[src/rtl/seq_div_16_bit_pkg.sv]
// Shared arithmetic package: divider state encoding and default operand width.
package seq_div_16_bit_pkg;

  localparam int DIV_WIDTH = 16;

  typedef enum logic [1:0] {
    IDLE = 2'd0,
    BUSY = 2'd1,
    DONE = 2'd2
  } div_state_e;

endpackage

[src/rtl/seq_div_16_bit_sub.sv]
// Trial subtractor x - y: generate/propagate carry adder on ~y with carry-in 1.
module sub_16_bit #(
  parameter int W = 17
) (
  input  logic [W-1:0] x,
  input  logic [W-1:0] y,
  output logic [W-1:0] diff,
  output logic         borrow
);

  logic [W-1:0] gen;
  logic [W-1:0] prop;
  logic [W:0]   carry;

  assign gen  = x & ~y;
  assign prop = x ^ ~y;

  always_comb begin
    carry[0] = 1'b1;
    for (int i = 0; i < W; i++) begin
      carry[i+1] = gen[i] | (prop[i] & carry[i]);
    end
  end

  // A carry out of the top bit means x >= y, i.e. no borrow.
  assign diff   = prop ^ carry[W-1:0];
  assign borrow = ~carry[W];

endmodule

[src/rtl/seq_div_16_bit.sv]
// Unsigned restoring divider, one quotient bit per cycle, valid/ready on both sides.
// Optional macro SEQ_DIV_DBZ_EN: short-circuit divide-by-zero straight to DONE with dbz=1.
module seq_div_16_bit
  import seq_div_16_bit_pkg::*;
#(
  parameter int WIDTH = DIV_WIDTH
) (
  input  logic             clk,
  input  logic             rst,
  input  logic             in_valid,
  output logic             in_ready,
  input  logic [WIDTH-1:0] a,
  input  logic [WIDTH-1:0] b,
  output logic             out_valid,
  input  logic             out_ready,
  output logic [WIDTH-1:0] quot,
  output logic [WIDTH-1:0] rem,
  output logic             dbz
);

  localparam int CW = (WIDTH > 1) ? $clog2(WIDTH) : 1;
  localparam logic [CW-1:0] LAST_STEP = CW'(WIDTH - 1);

  div_state_e       state_q, state_d;
  logic             in_ready_q, in_ready_d;
  logic             out_valid_q, out_valid_d;
  logic [WIDTH-1:0] dvd_q, dvd_d;
  logic [WIDTH-1:0] dvs_q, dvs_d;
  logic [WIDTH-1:0] rem_q, rem_d;
  logic [CW-1:0]    cnt_q, cnt_d;
  logic             dbz_q, dbz_d;

  logic [WIDTH:0]   shifted;
  logic [WIDTH:0]   diff;
  logic             borrow;
  logic             unused_diff_msb;

  // The dividend register shifts out its MSB into the remainder and fills with quotient bits.
  assign shifted = {rem_q, dvd_q[WIDTH-1]};

  sub_16_bit #(
    .W (WIDTH + 1)
  ) u_sub (
    .x      (shifted),
    .y      ({1'b0, dvs_q}),
    .diff   (diff),
    .borrow (borrow)
  );

  // A committed difference is always below the divisor, so its MSB is never needed.
  assign unused_diff_msb = diff[WIDTH];

  always_comb begin
    state_d     = state_q;
    in_ready_d  = in_ready_q;
    out_valid_d = out_valid_q;
    dvd_d       = dvd_q;
    dvs_d       = dvs_q;
    rem_d       = rem_q;
    cnt_d       = cnt_q;
    dbz_d       = dbz_q;
    case (state_q)
      IDLE: begin
        if (in_valid) begin
          dvd_d      = a;
          dvs_d      = b;
          rem_d      = '0;
          cnt_d      = '0;
          dbz_d      = 1'b0;
          state_d    = BUSY;
          in_ready_d = 1'b0;
`ifdef SEQ_DIV_DBZ_EN
          if (b == '0) begin
            dvd_d       = '1;
            rem_d       = a;
            dbz_d       = 1'b1;
            state_d     = DONE;
            out_valid_d = 1'b1;
          end
`endif
        end
      end
      BUSY: begin
        rem_d = borrow ? shifted[WIDTH-1:0] : diff[WIDTH-1:0];
        dvd_d = {dvd_q[WIDTH-2:0], ~borrow};
        cnt_d = cnt_q + 1'b1;
        if (cnt_q == LAST_STEP) begin
          state_d     = DONE;
          out_valid_d = 1'b1;
        end
      end
      DONE: begin
        if (out_ready) begin
          state_d     = IDLE;
          out_valid_d = 1'b0;
          in_ready_d  = 1'b1;
        end
      end
      default: begin
        state_d     = IDLE;
        out_valid_d = 1'b0;
        in_ready_d  = 1'b1;
      end
    endcase
  end

  always_ff @(posedge clk or posedge rst) begin
    if (rst) begin
      state_q     <= IDLE;
      in_ready_q  <= 1'b1;
      out_valid_q <= 1'b0;
      dvd_q       <= '0;
      dvs_q       <= '0;
      rem_q       <= '0;
      cnt_q       <= '0;
      dbz_q       <= 1'b0;
    end else begin
      state_q     <= state_d;
      in_ready_q  <= in_ready_d;
      out_valid_q <= out_valid_d;
      dvd_q       <= dvd_d;
      dvs_q       <= dvs_d;
      rem_q       <= rem_d;
      cnt_q       <= cnt_d;
      dbz_q       <= dbz_d;
    end
  end

  assign in_ready  = in_ready_q;
  assign out_valid = out_valid_q;
  assign quot      = dvd_q;
  assign rem       = rem_q;
  assign dbz       = dbz_q;

endmodule

[config.mk]
export PLATFORM = sky130hd
export DESIGN_NAME = seq_div_16_bit
export DESIGN_NICKNAME = d
export VERILOG_FILES = /design/src/rtl/seq_div_16_bit_pkg.sv /design/src/rtl/seq_div_16_bit_sub.sv /design/src/rtl/seq_div_16_bit.sv
export SDC_FILE = /design/constraint.sdc
export NUM_CORES = 1
export LEC_CHECK = 0
export BUFFER_PORTS_ARGS = -buffer_cell sky130_fd_sc_hd__buf_4
export CAP_MARGIN = 20
export CORE_MARGIN = 8
export CORE_UTILIZATION = 35
export CTS_CLUSTER_SIZE = 24
export DETAILED_ROUTE_END_ITERATION = 16
export HOLD_SLACK_MARGIN = 0.02
export SYNTH_ARGS = -nofsm -noshare
export SYNTH_HDL_FRONTEND = slang
export SYNTH_SLANG_ARGS = --single-unit
[constraint.sdc]
create_clock -name clk -period 6.9 [get_ports clk]
set_clock_uncertainty 0.05 [all_clocks]
set_input_delay 1.38 -clock clk [delete_from_list [all_inputs] [get_ports clk]]
set_output_delay 1.38 -clock clk [all_outputs]
set_load 0.03 [all_outputs]
After elaboration in Yosys (flattened, before gate mapping)
Index checks and enable logic that the tools add are counted.

Input port bits: 36. Flip-flop bits (word level): 56. Memories kept: 0. Bits in writable memories: 0. Output and inout port bits: 35. Word-level logic and storage cells: 77. Bits in latches: 0. ROM bits: 0.

Reduce and logical (&&, ||, !) cells: 7. Muxes and demuxes: 17. Bitwise operators: 39. Eq/ne operators: 6. Shift operators: 0. Multipliers: 0. Div/mod/pow operators: 0. Order comparisons: 0. $add $sub $neg: 1.

Operators with widths (number): $pmux W16 S2 (2); $mux W16 (3); $and A17 B17 Y17 (1); $not A16 Y17 (1); $or A1 B1 Y1 (17); $xor A17 B17 Y17 (1); $and A1 B1 Y1 (16); $xor A16 B16 Y16 (1); $reduce_and A3 Y1 (3); $pmux W4 S2 (1); $mux W2 (3); $ne A2 B2 Y1 const B (3); $pmux W1 S3 (2); $pmux W2 S3 (1); $add A4 B1 Y4 const B (1); $eq A4 B4 Y1 const B (1); $mux W1 (4); $mux W4 (1); $reduce_and A2 Y1 (2); $eq A2 B1 Y1 const B (1); $eq A2 B2 Y1 const B (1); $logic_not A2 Y1 (1); $not A1 Y1 (2); $reduce_bool A2 Y1 (1).

Logic depth before layout (Yosys ltp)
Gate-level depths: netlist (run 1).

Depth after elaboration: 37. Mapped depth: 23. Depth with buffers taken out: 21.

Hierarchy
Synthesis (run 1) repeated with hierarchy kept, for this count alone.

Cell total of the unflattened synthesis: 283. Area, all modules: 3036.7 um^2.

Modules (own cells, without submodules): seq_div_16_bit (cells an instance 232, times used 1, area each 2576.2 um^2, seq. area each 1402.6 um^2); sub_16_bit (cells an instance 51, times used 1, area each 460.4 um^2, seq. area each 0.0 um^2).

Worst setup path before layout (run 1)
No wires, ideal clock.

Kind: register -> register. From: register dvd_q[15] (netlist: quot[15]). To: register rem_q[0] (netlist: rem[0]). Period minus slack after synthesis: 7240 ps. Path buffers: 2. Data required time: 6767 ps. Data arrival time: 7107 ps. Cell stages (with the launch flop): 24. Setup time: 83 ps. Slack: -340 ps. Path through: dfrtp_1 > inv_1 > ha_1 > fa_1 > fa_1 > fa_1 > fa_1 > fa_1 > fa_1 > fa_1 > fa_1 > fa_1 > fa_1 > fa_1 > fa_1 > fa_1 > fa_1 > inv_1 > fa_1 > or2_2 > clkbuf_1 > clkbuf_2 > o21ai_0 > o22ai_1.

Longest elaborated chain between the ends: 36. Elaborated cells on any way between the ends: 38. Those cells by class: 2 x mux; 36 x bitwise.

Ends and longest elaborated chain: start, declared (line seq_div_16_bit.sv:27) `logic [WIDTH-1:0] dvd_q, dvd_d;`; start signal, assigned (line seq_div_16_bit.sv:121) `dvd_q <= dvd_d;`; $and A17 B17 Y17 / $xor A17 B17 Y17 (equally long branches) (line seq_div_16_bit_sub.sv:15, seq_div_16_bit_sub.sv:16); $or A1 B1 Y1 (line seq_div_16_bit_sub.sv:21) `carry[i+1] = gen[i] | (prop[i] & carry[i]);`; $and A1 B1 Y1 (line seq_div_16_bit_sub.sv:21); $or A1 B1 Y1 (line seq_div_16_bit_sub.sv:21); $and A1 B1 Y1 (line seq_div_16_bit_sub.sv:21); $or A1 B1 Y1 (line seq_div_16_bit_sub.sv:21); $and A1 B1 Y1 (line seq_div_16_bit_sub.sv:21); $or A1 B1 Y1 (line seq_div_16_bit_sub.sv:21); [... 20 more ...]; $and A1 B1 Y1 (line seq_div_16_bit_sub.sv:21); $or A1 B1 Y1 (line seq_div_16_bit_sub.sv:21); $and A1 B1 Y1 (line seq_div_16_bit_sub.sv:21); $or A1 B1 Y1 (line seq_div_16_bit_sub.sv:21); $and A1 B1 Y1 (line seq_div_16_bit_sub.sv:21); $or A1 B1 Y1 (line seq_div_16_bit_sub.sv:21); $mux W16 * (line seq_div_16_bit.sv:84) `rem_d = borrow ? shifted[WIDTH-1:0] : diff[WIDTH-1:0];`; $pmux W16 S2 * (line seq_div_16_bit.sv:62) `case (state_q)`; end signal, assigned (line seq_div_16_bit.sv:123) `rem_q <= rem_d;`; end, declared (line seq_div_16_bit.sv:29) `logic [WIDTH-1:0] rem_q, rem_d;`.

Every way passes the cells marked *; elsewhere a longest branch is shown, timed or not. A chain may end at the register's enable or synchronous reset.

Worst setup path in the final report (run 1)
From: register dvd_q[15] (netlist: quot[15]). To: register rem_q[15] (netlist: rem[15]).

Longest elaborated chain between the ends: 36. Elaborated cells on any way between the ends: 38. Those cells by class: 2 x mux; 36 x bitwise.

Ends and longest elaborated chain (line): $and A17 B17 Y17 / $xor A17 B17 Y17 (equally long branches) (seq_div_16_bit_sub.sv:15, seq_div_16_bit_sub.sv:16); $or A1 B1 Y1 * (seq_div_16_bit_sub.sv:21); $and A1 B1 Y1 * (seq_div_16_bit_sub.sv:21); $or A1 B1 Y1 * (seq_div_16_bit_sub.sv:21); $and A1 B1 Y1 * (seq_div_16_bit_sub.sv:21); $or A1 B1 Y1 * (seq_div_16_bit_sub.sv:21); $and A1 B1 Y1 * (seq_div_16_bit_sub.sv:21); $or A1 B1 Y1 * (seq_div_16_bit_sub.sv:21); [... 20 more ...]; $and A1 B1 Y1 * (seq_div_16_bit_sub.sv:21); $or A1 B1 Y1 * (seq_div_16_bit_sub.sv:21); $and A1 B1 Y1 (seq_div_16_bit_sub.sv:21); $or A1 B1 Y1 (seq_div_16_bit_sub.sv:21); $and A1 B1 Y1 (seq_div_16_bit_sub.sv:21); $or A1 B1 Y1 (seq_div_16_bit_sub.sv:21); $mux W16 * (seq_div_16_bit.sv:84); $pmux W16 S2 * (seq_div_16_bit.sv:62).

Marks and branches as above.

==> metrics.md, run 1 <==
| Metric | Value |
|---|---|
| Hold Path Class | reg2reg |
| Adder-Cell Fraction of Synth Area | 11.05% |
| Mux cell area share after synthesis | 6.075% |
| Final Max Tran Viols | 0 |
| Critical path capture point type | flop |
| Final core area utilization | 45.30% |
| Clk Latency, worst-skew pair | 0.31 ns |
| Layout Area Growth over Synthesis | 25.74% |
| Slowest-stage cell, CP | fa_1 |
| I/O pins | 71 |
| Global-route congestion overflow total | 0 |
| Pwr Density | 586.9 mW/mm^2 |
| Post-route DRC | 0 |
| Top cell type's share of synthesized area | 46.73% |
| Vias per cell | 5.096 |
| Achievable frequency | 150.6 MHz |
| Synth unique cells | 37 |
| RSZ-0062 raised after global routing | false |
| Synth Area in XOR/XNOR | 0% |
| Layout cells sized above 1 | 33.24% |
| I/O Buffers | 69 |
| CTS Buffer Depth | 2 |
| Final Hold Viols | 0 |
| Worst-path fanout max | 5 |
| Cell Area, Synth | 0.002945 sq mm |
| Placer congestion estimate | 0.7257 |
| Total number of vias | 2,329 |
| Vias in the first global route | 2,428 |
| Status | finished clean |
| Slew HR | 38.06% |
| Nets | 404 |
| Simple-gate area share of the yosys netlist | 9.303% |
| Cell mode on critical path | fa_2 |
| Final period utilization | 96.26% |
| Number of synthesized flops with an enable pin | 0 |
| Critical Path RT | 7.05 ns |
| Post-synth net total | 338 |
| Syn. warnings | 0 |
| GR peak layer | met2 |
| H-Tree Depth | 2 |
| Worst setup path class | reg2reg |
| Synth async-reset ratio | 100.0% |
| CTS Buf Count | 5 |
| Synth area leaders | dfrtp_1 (47%), fa_1 (10%), o21ai_0 (8.7%) |
| Total GRT Usage | 12.84% |
| Largest family of logic cells by synthesized area | compound AO/OA/AOI/OAI gates |
| Fin crit period | 6.642 ns |
| Routing usage on met3 | 4.012% |
| First-pass GRT wire length | 12,190 um |
| Routed WL | 7455 um |
| Core area | 0.008175 sq mm |
| Combined buffer and inverter count along the critical path | 3 |
| Ys flop type | dfrtp_1 |
| Cells after Synth | 285 |
| HPWL Detailed | 5122 um |
| Iteration count of the initial detailed-routing pass | 4 |
| Die Y | 107.7 um |
| Setup TNS Final | 0 ns |
| Root Driver | clkbuf_8 |
| Synth top cells by count | dfrtp_1 (55), o21ai_0 (51), nand2_1 (29) |
| Post-Syn Area per Cell | 10.33 sq um |
| Most common cell in the netlist | dfrtp_1 |
| GR Util met1 | 17.08% |
| Critical path data arrival time | 6.79 ns |
| Worst vdd ir | 0.2679 mV |
| Final Setup Violations | 0 |
| Drt wl/cell | 16.31 um |
| Slowest stage delay, CP | 0.39 ns |
| Met2 Resource Use GR | 20.04% |
| Cell taking the most area after synthesis | dfrtp_1 |
| Worst-path clk slew | 0.10 ns |
| Full die area | 0.01161 sq mm |
| Final antenna-violating net count | 0 |
| Startpoint types | flop |
| Sink Count | 56 |
| #FFs+latches synth | 56 |
| Slew @ Worst Pin | 0.9272 ns |
| Initial drt markers | 130 |
| Sequential share of the synthesized area | 47.62% |
| Ant diodes | 0 |
| Crit path max-delay family | adder cells |
| Die Wd | 107.7 um |
| Synth Area in Compound Gates | 19.58% |
| # rows | 33 |
| Worst path cell trace | inv_1 -> ha_1 -> fa_2 -> fa_2 -> fa_2 -> fa_1 -> fa_2 -> fa_2 -> fa_1 -> fa_2 -> fa_2 -> fa_2 -> fa_2 -> fa_2 -> fa_2 -> fa_1 -> inv_1 -> fa_2 -> buf_4 -> nor2_1 -> a22oi_1 -> o22ai_1 |
| Pleak | 1.644 nW |
| Initial antenna violation count | 0 |
| CTS tree | yes |
| Pin count of the biggest net entering global routing | 57 |
| Initial Util | 36.03% |
| Min Hold Slack | 0.4585 ns |
| Max-cap violation count | 0 |
[path summary, 6_finish.rpt]
check                      endpoint  cells past startpoint  startpoint  slack [ns]
setup / recovery            rem[15]                     22    quot[15]        0.26
hold / removal             cnt_q[3]                      1    cnt_q[3]        0.46
setup reg to reg            rem[15]                     22    quot[15]        0.26
hold reg to reg            cnt_q[3]                      1    cnt_q[3]        0.46
max in group asynchronous  quot[15]                      3         rst        5.09
min in group asynchronous  dvs_q[1]                      3         rst        1.20
[worst reg2reg max path, delay by kind of cell (launching register included)]
kind	cells	cell delay, ns
AO/OA/AOI/OAI	2	0.27
adder cells (fa/ha/maj)	16	5.51
buffers and inverters	3	0.30
flip-flops	1	0.37
AND/OR/NAND/NOR	1	0.04
[routing by layer]
layer | wire length (um) | vias to the layer above | share of wire (%)
met5 | 0 | - | 0
met4 | 33 | 0 | 0.44
met3 | 549 | 4 | 7.4
met2 | 3410 | 63 | 46
met1 | 3461 | 1147 | 46
li1 | - | 1115 | -
[flip-flops by register name, indices dropped and copies added (netlist names)]
name / flops
cnt_q: 4
state_q: 2
out_valid: 1
dvs_q: 16
rem: 16
quot: 16
in_ready: 1
[logic make-up (layout without fill, tap and decap cells)]
| group | count (synthesis) | in the layout |
|---|---|---|
| other | 1 | 1 |
| AND/OR/NAND/NOR | 54 | 55 |
| multiplexers | 16 | 16 |
| adder cells (fa/ha/maj) | 17 | 17 |
| AO/OA/AOI/OAI | 100 | 100 |
| flip-flops | 56 | 56 |
| buffers and inverters | 41 | 107 |
[through the flow]
stage                     power (mW)  instance area (sq um)  cells  worst slack, ns
after detailed placement       1.934                   3552    446         -0.07992
after global placement         1.869                   3552    446          0.08759
after CTS                      2.124                   3645    454          0.01268
after floorplan                1.539                   2969    285         0.008051
final                          2.173                   3704    457           0.2582
after global routing           2.400                   3704    457          0.02782
[area by class of cell]
type / instances / area, sq um
Sequential cell: 56 / 1404
Timing Repair Buffer: 77 / 603.1
Inverter: 22 / 82.58
Tap cell: 105 / 131.4
Fill cell: 799 / 4472
Clock buffer: 6 / 72.57
Multi-Input combinational cell: 189 / 1398
Clock inverter: 2 / 12.51
[power breakdown]
| part | switching (mW) | internal [mW] | total, mW |
|---|---|---|---|
| combinational | 0.710 | 0.595 | 1.31 |
| sequential | 0.183 | 0.505 | 0.688 |
| clock | 0.108 | 0.0714 | 0.180 |
| total | 1.00 | 1.17 | 2.17 |
[placed cells by master, fill, tap and decap left out, types with 2 or more instances in the layout]
master / n
mux2_2: 14
o21ai_1: 3
and2_1: 5
nor2b_1: 8
a31oi_1: 5
nand2b_1: 2
inv_1: 21
fa_1: 3
ha_1: 2
a21oi_1: 9
clkbuf_8: 5
o22ai_1: 17
o21ai_0: 49
nor2_1: 3
nand2_1: 29
fa_2: 12
and2b_1: 2
a22oi_1: 11
dfrtp_1: 54
buf_4: 75
[timing repair]
action | 4_1_cts | 5_1_grt
cloned | 0 | 2
resized for setup | 3 | 9
setup buffers | 0 | 1
endpoints found under the setup margin | 17 | 17
endpoints found under the hold margin | 0 | 0
hold buffers | 0 | 0
pin swaps | 0 | 1
Power figures use the tool's default switching activity.
==> inputs of run 2 (changes only) <==
GPL_TIMING_DRIVEN = 0   (was not set)
==> run 2 against run 1 <==
Maximum frequency fell by 1.2%. Sequential power down 3.3%. Via count rose by 4.0%. Final cell count rose by 2.8%. Clock power increased by 4%. Critical path type unchanged. Count of clock-buffer cells in the layout grew 2. Worst hold slack lost 0.032 ns.
==> metrics.md, run 2 (same netlist as run 1, synthesis figures left out) <==
| Metric | Value |
|---|---|
| Layout filler cell count | 814 (was 799) |
| Post-route DRC | 0 (unchanged) |
| Total GRT Usage | 13.10% (was 12.84%) |
| Pleak | 1.692 nW (was 1.644 nW) |
| Critical Path RT | 7.04 ns (was 7.05 ns) |
| Full die area | 0.01161 sq mm (unchanged) |
| Root Driver | clkbuf_8 (unchanged) |
| Final antenna-violating net count | 0 (unchanged) |
| Drt wl/cell | 15.92 um (was 16.31 um) |
| Vias per cell | 5.155 (was 5.096) |
| Cts hold-fix bufs | 0 (unchanged) |
| Setup TNS Final | 0 ns (unchanged) |
| Final period utilization | 97.38% (was 96.26%) |
| Max-cap violation count | 0 (unchanged) |
| HPWL Detailed | 5478 um (was 5122 um) |
| Worst vdd ir | 0.2888 mV (was 0.2679 mV) |
| Routed WL | 7483 um (was 7455 um) |
| Nets | 417 (was 404) |
| Sink Count | 56 (unchanged) |
| Layout Area Growth over Synthesis | 28.21% (was 25.74%) |
| Final Hold Viols | 0 (unchanged) |
| Worst-path fanout max | 2 (was 5) |
| CTS Buffer Depth | 2 (unchanged) |
| Ant diodes | 0 (unchanged) |
| Reg2Reg Setup Slack | 0.18 ns (was 0.26 ns) |
| CTS Buf Count | 5 (unchanged) |
| Startpoint types | flop (unchanged) |
| Initial drt markers | 77 (was 130) |
| Area of the multi-input gates | 0.001394 sq mm (was 0.001398 sq mm) |
| Critical path capture point type | flop (unchanged) |
| CTS tree | yes (unchanged) |
| Fin crit period | 6.719 ns (was 6.642 ns) |
| Clk Latency, worst-skew pair | 0.30 ns (was 0.31 ns) |
| Status | finished clean (unchanged) |
| Hold Path Class | reg2reg (unchanged) |
| Worst-path clk slew | 0.10 ns (about the same) |
| # rows | 33 (unchanged) |
| Initial Util | 36.03% (unchanged) |
| Global-route congestion overflow total | 0 (unchanged) |
| I/O pins | 71 (unchanged) |
| First-pass GRT wire length | 12,300 um (was 12,190 um) |
| Pin count of the biggest net entering global routing | 39 (was 57) |
| Final Max Tran Viols | 0 (unchanged) |
| Worst setup path class | reg2reg (unchanged) |
| Die Wd | 107.7 um (unchanged) |
| Final Setup Violations | 0 (unchanged) |
| Commonest non-fill, non-tap cells in the layout | buf_4 (73), dfrtp_1 (54), o21ai_0 (51) (was buf_4 (75), dfrtp_1 (54), o21ai_0 (49)) |
| Iteration count of the initial detailed-routing pass | 4 (unchanged) |
| Total power | 2.162 mW (was 2.173 mW) |
| Core area | 0.008175 sq mm (unchanged) |
| H-Tree Depth | 2 (unchanged) |
| Die Y | 107.7 um (unchanged) |
| Vias in the first global route | 2,516 (was 2,428) |
| Final core area utilization | 46.19% (was 45.30%) |
| Total number of vias | 2,423 (was 2,329) |
| Achievable frequency | 148.8 MHz (was 150.6 MHz) |
| Initial antenna violation count | 0 (unchanged) |
| Placer congestion estimate | 0.7514 (was 0.7257) |
| I/O Buffers | 69 (unchanged) |
| Pwr Density | 572.5 mW/mm^2 (was 586.9 mW/mm^2) |
| Critical path data arrival time | 6.86 ns (was 6.79 ns) |
| Sequential cell area | 0.001404 sq mm (unchanged) |
| Layout cells sized above 1 | 33.97% (was 33.24%) |
| Most common cell after layout, fill and taps aside | buf_4 (unchanged) |
[run 2: changes by cell type in the layout (fill, tap and decap cells not counted), moves of 2 or more]
cell / change
o21ai_1: -2
buf_2: +8
buf_6: +3
buf_4: -2
clkbuf_8: +2
o21ai_0: +2
clkbuf_1: +6
[run 2: where the power goes]
part / internal, mW / leakage (nW) / switching [mW]
Clock: 0.0823 / 0.0455 / 0.105
Combinational: 0.583 / 0.981 / 0.727
Sequential: 0.506 / 0.666 / 0.159
Total: 1.17 / 1.69 / 0.990
[run 2: cell type report]
cell class,instances,area share (%)
Inverter,22,2.187
Tap cell,105,3.479
Multi-Input combinational cell,188,36.91
Clock buffer,8,2.386
Buffer,18,3.015
Timing Repair Buffer,73,14.84
Sequential cell,56,37.18
[run 2: final timing paths]
path | from | to | cells after the start
min in group asynchronous | rst | quot[13] | 2
max in group asynchronous | rst | quot[15] | 3
min | cnt_q[3] | cnt_q[3] | 1
max reg2reg | quot[15] | rem[15] | 20
max | quot[15] | rem[15] | 20
min reg2reg | cnt_q[3] | cnt_q[3] | 1
[run 2: metrics by stage]
stage | setup slack, ns | hold slack, ns | std cells | cell area, sq um
after global routing | -0.01623 | 0.4639 | 470 | 3776
after detailed placement | -0.4232 | 0.4170 | 460 | 3638
after CTS | 0.01607 | 0.4305 | 469 | 3752
final | 0.1808 | 0.4264 | 470 | 3776
after floorplan | 0.008051 | 0.3891 | 285 | 2969
after global placement | -0.3828 | 0.4100 | 459 | 3618
[run 2: routing by layer]
metal,share of wire (%),GRT usage [%],vias to the layer above
li1,-,-,1143
met1,46,17.62,1189
met2,46,20.18,85
met3,7.7,3.952,6
met4,0.72,2.973,0
met5,0,0,-
[run 2: critical path, stage by stage, from the launching register on]
cell	delay, ns
dfrtp_2	0.38
inv_1	0.06
ha_1	0.21
fa_1	0.38
fa_2	0.35
fa_1	0.39
fa_1	0.39
fa_2	0.35
fa_2	0.35
fa_2	0.35
fa_2	0.35
fa_2	0.35
fa_2	0.36
fa_2	0.35
fa_2	0.35
fa_2	0.35
fa_1	0.38
inv_1	0.09
fa_2	0.46
a22oi_2	0.21
o22ai_1	0.10
[run 2: what timing repair did]
item                       in CTS  in global routing
pin swaps                       2                  3
gates resized for setup         6                  6
gates cloned                    0                  0
setup endpoints to repair      17                 17
setup buffers                   2                  1
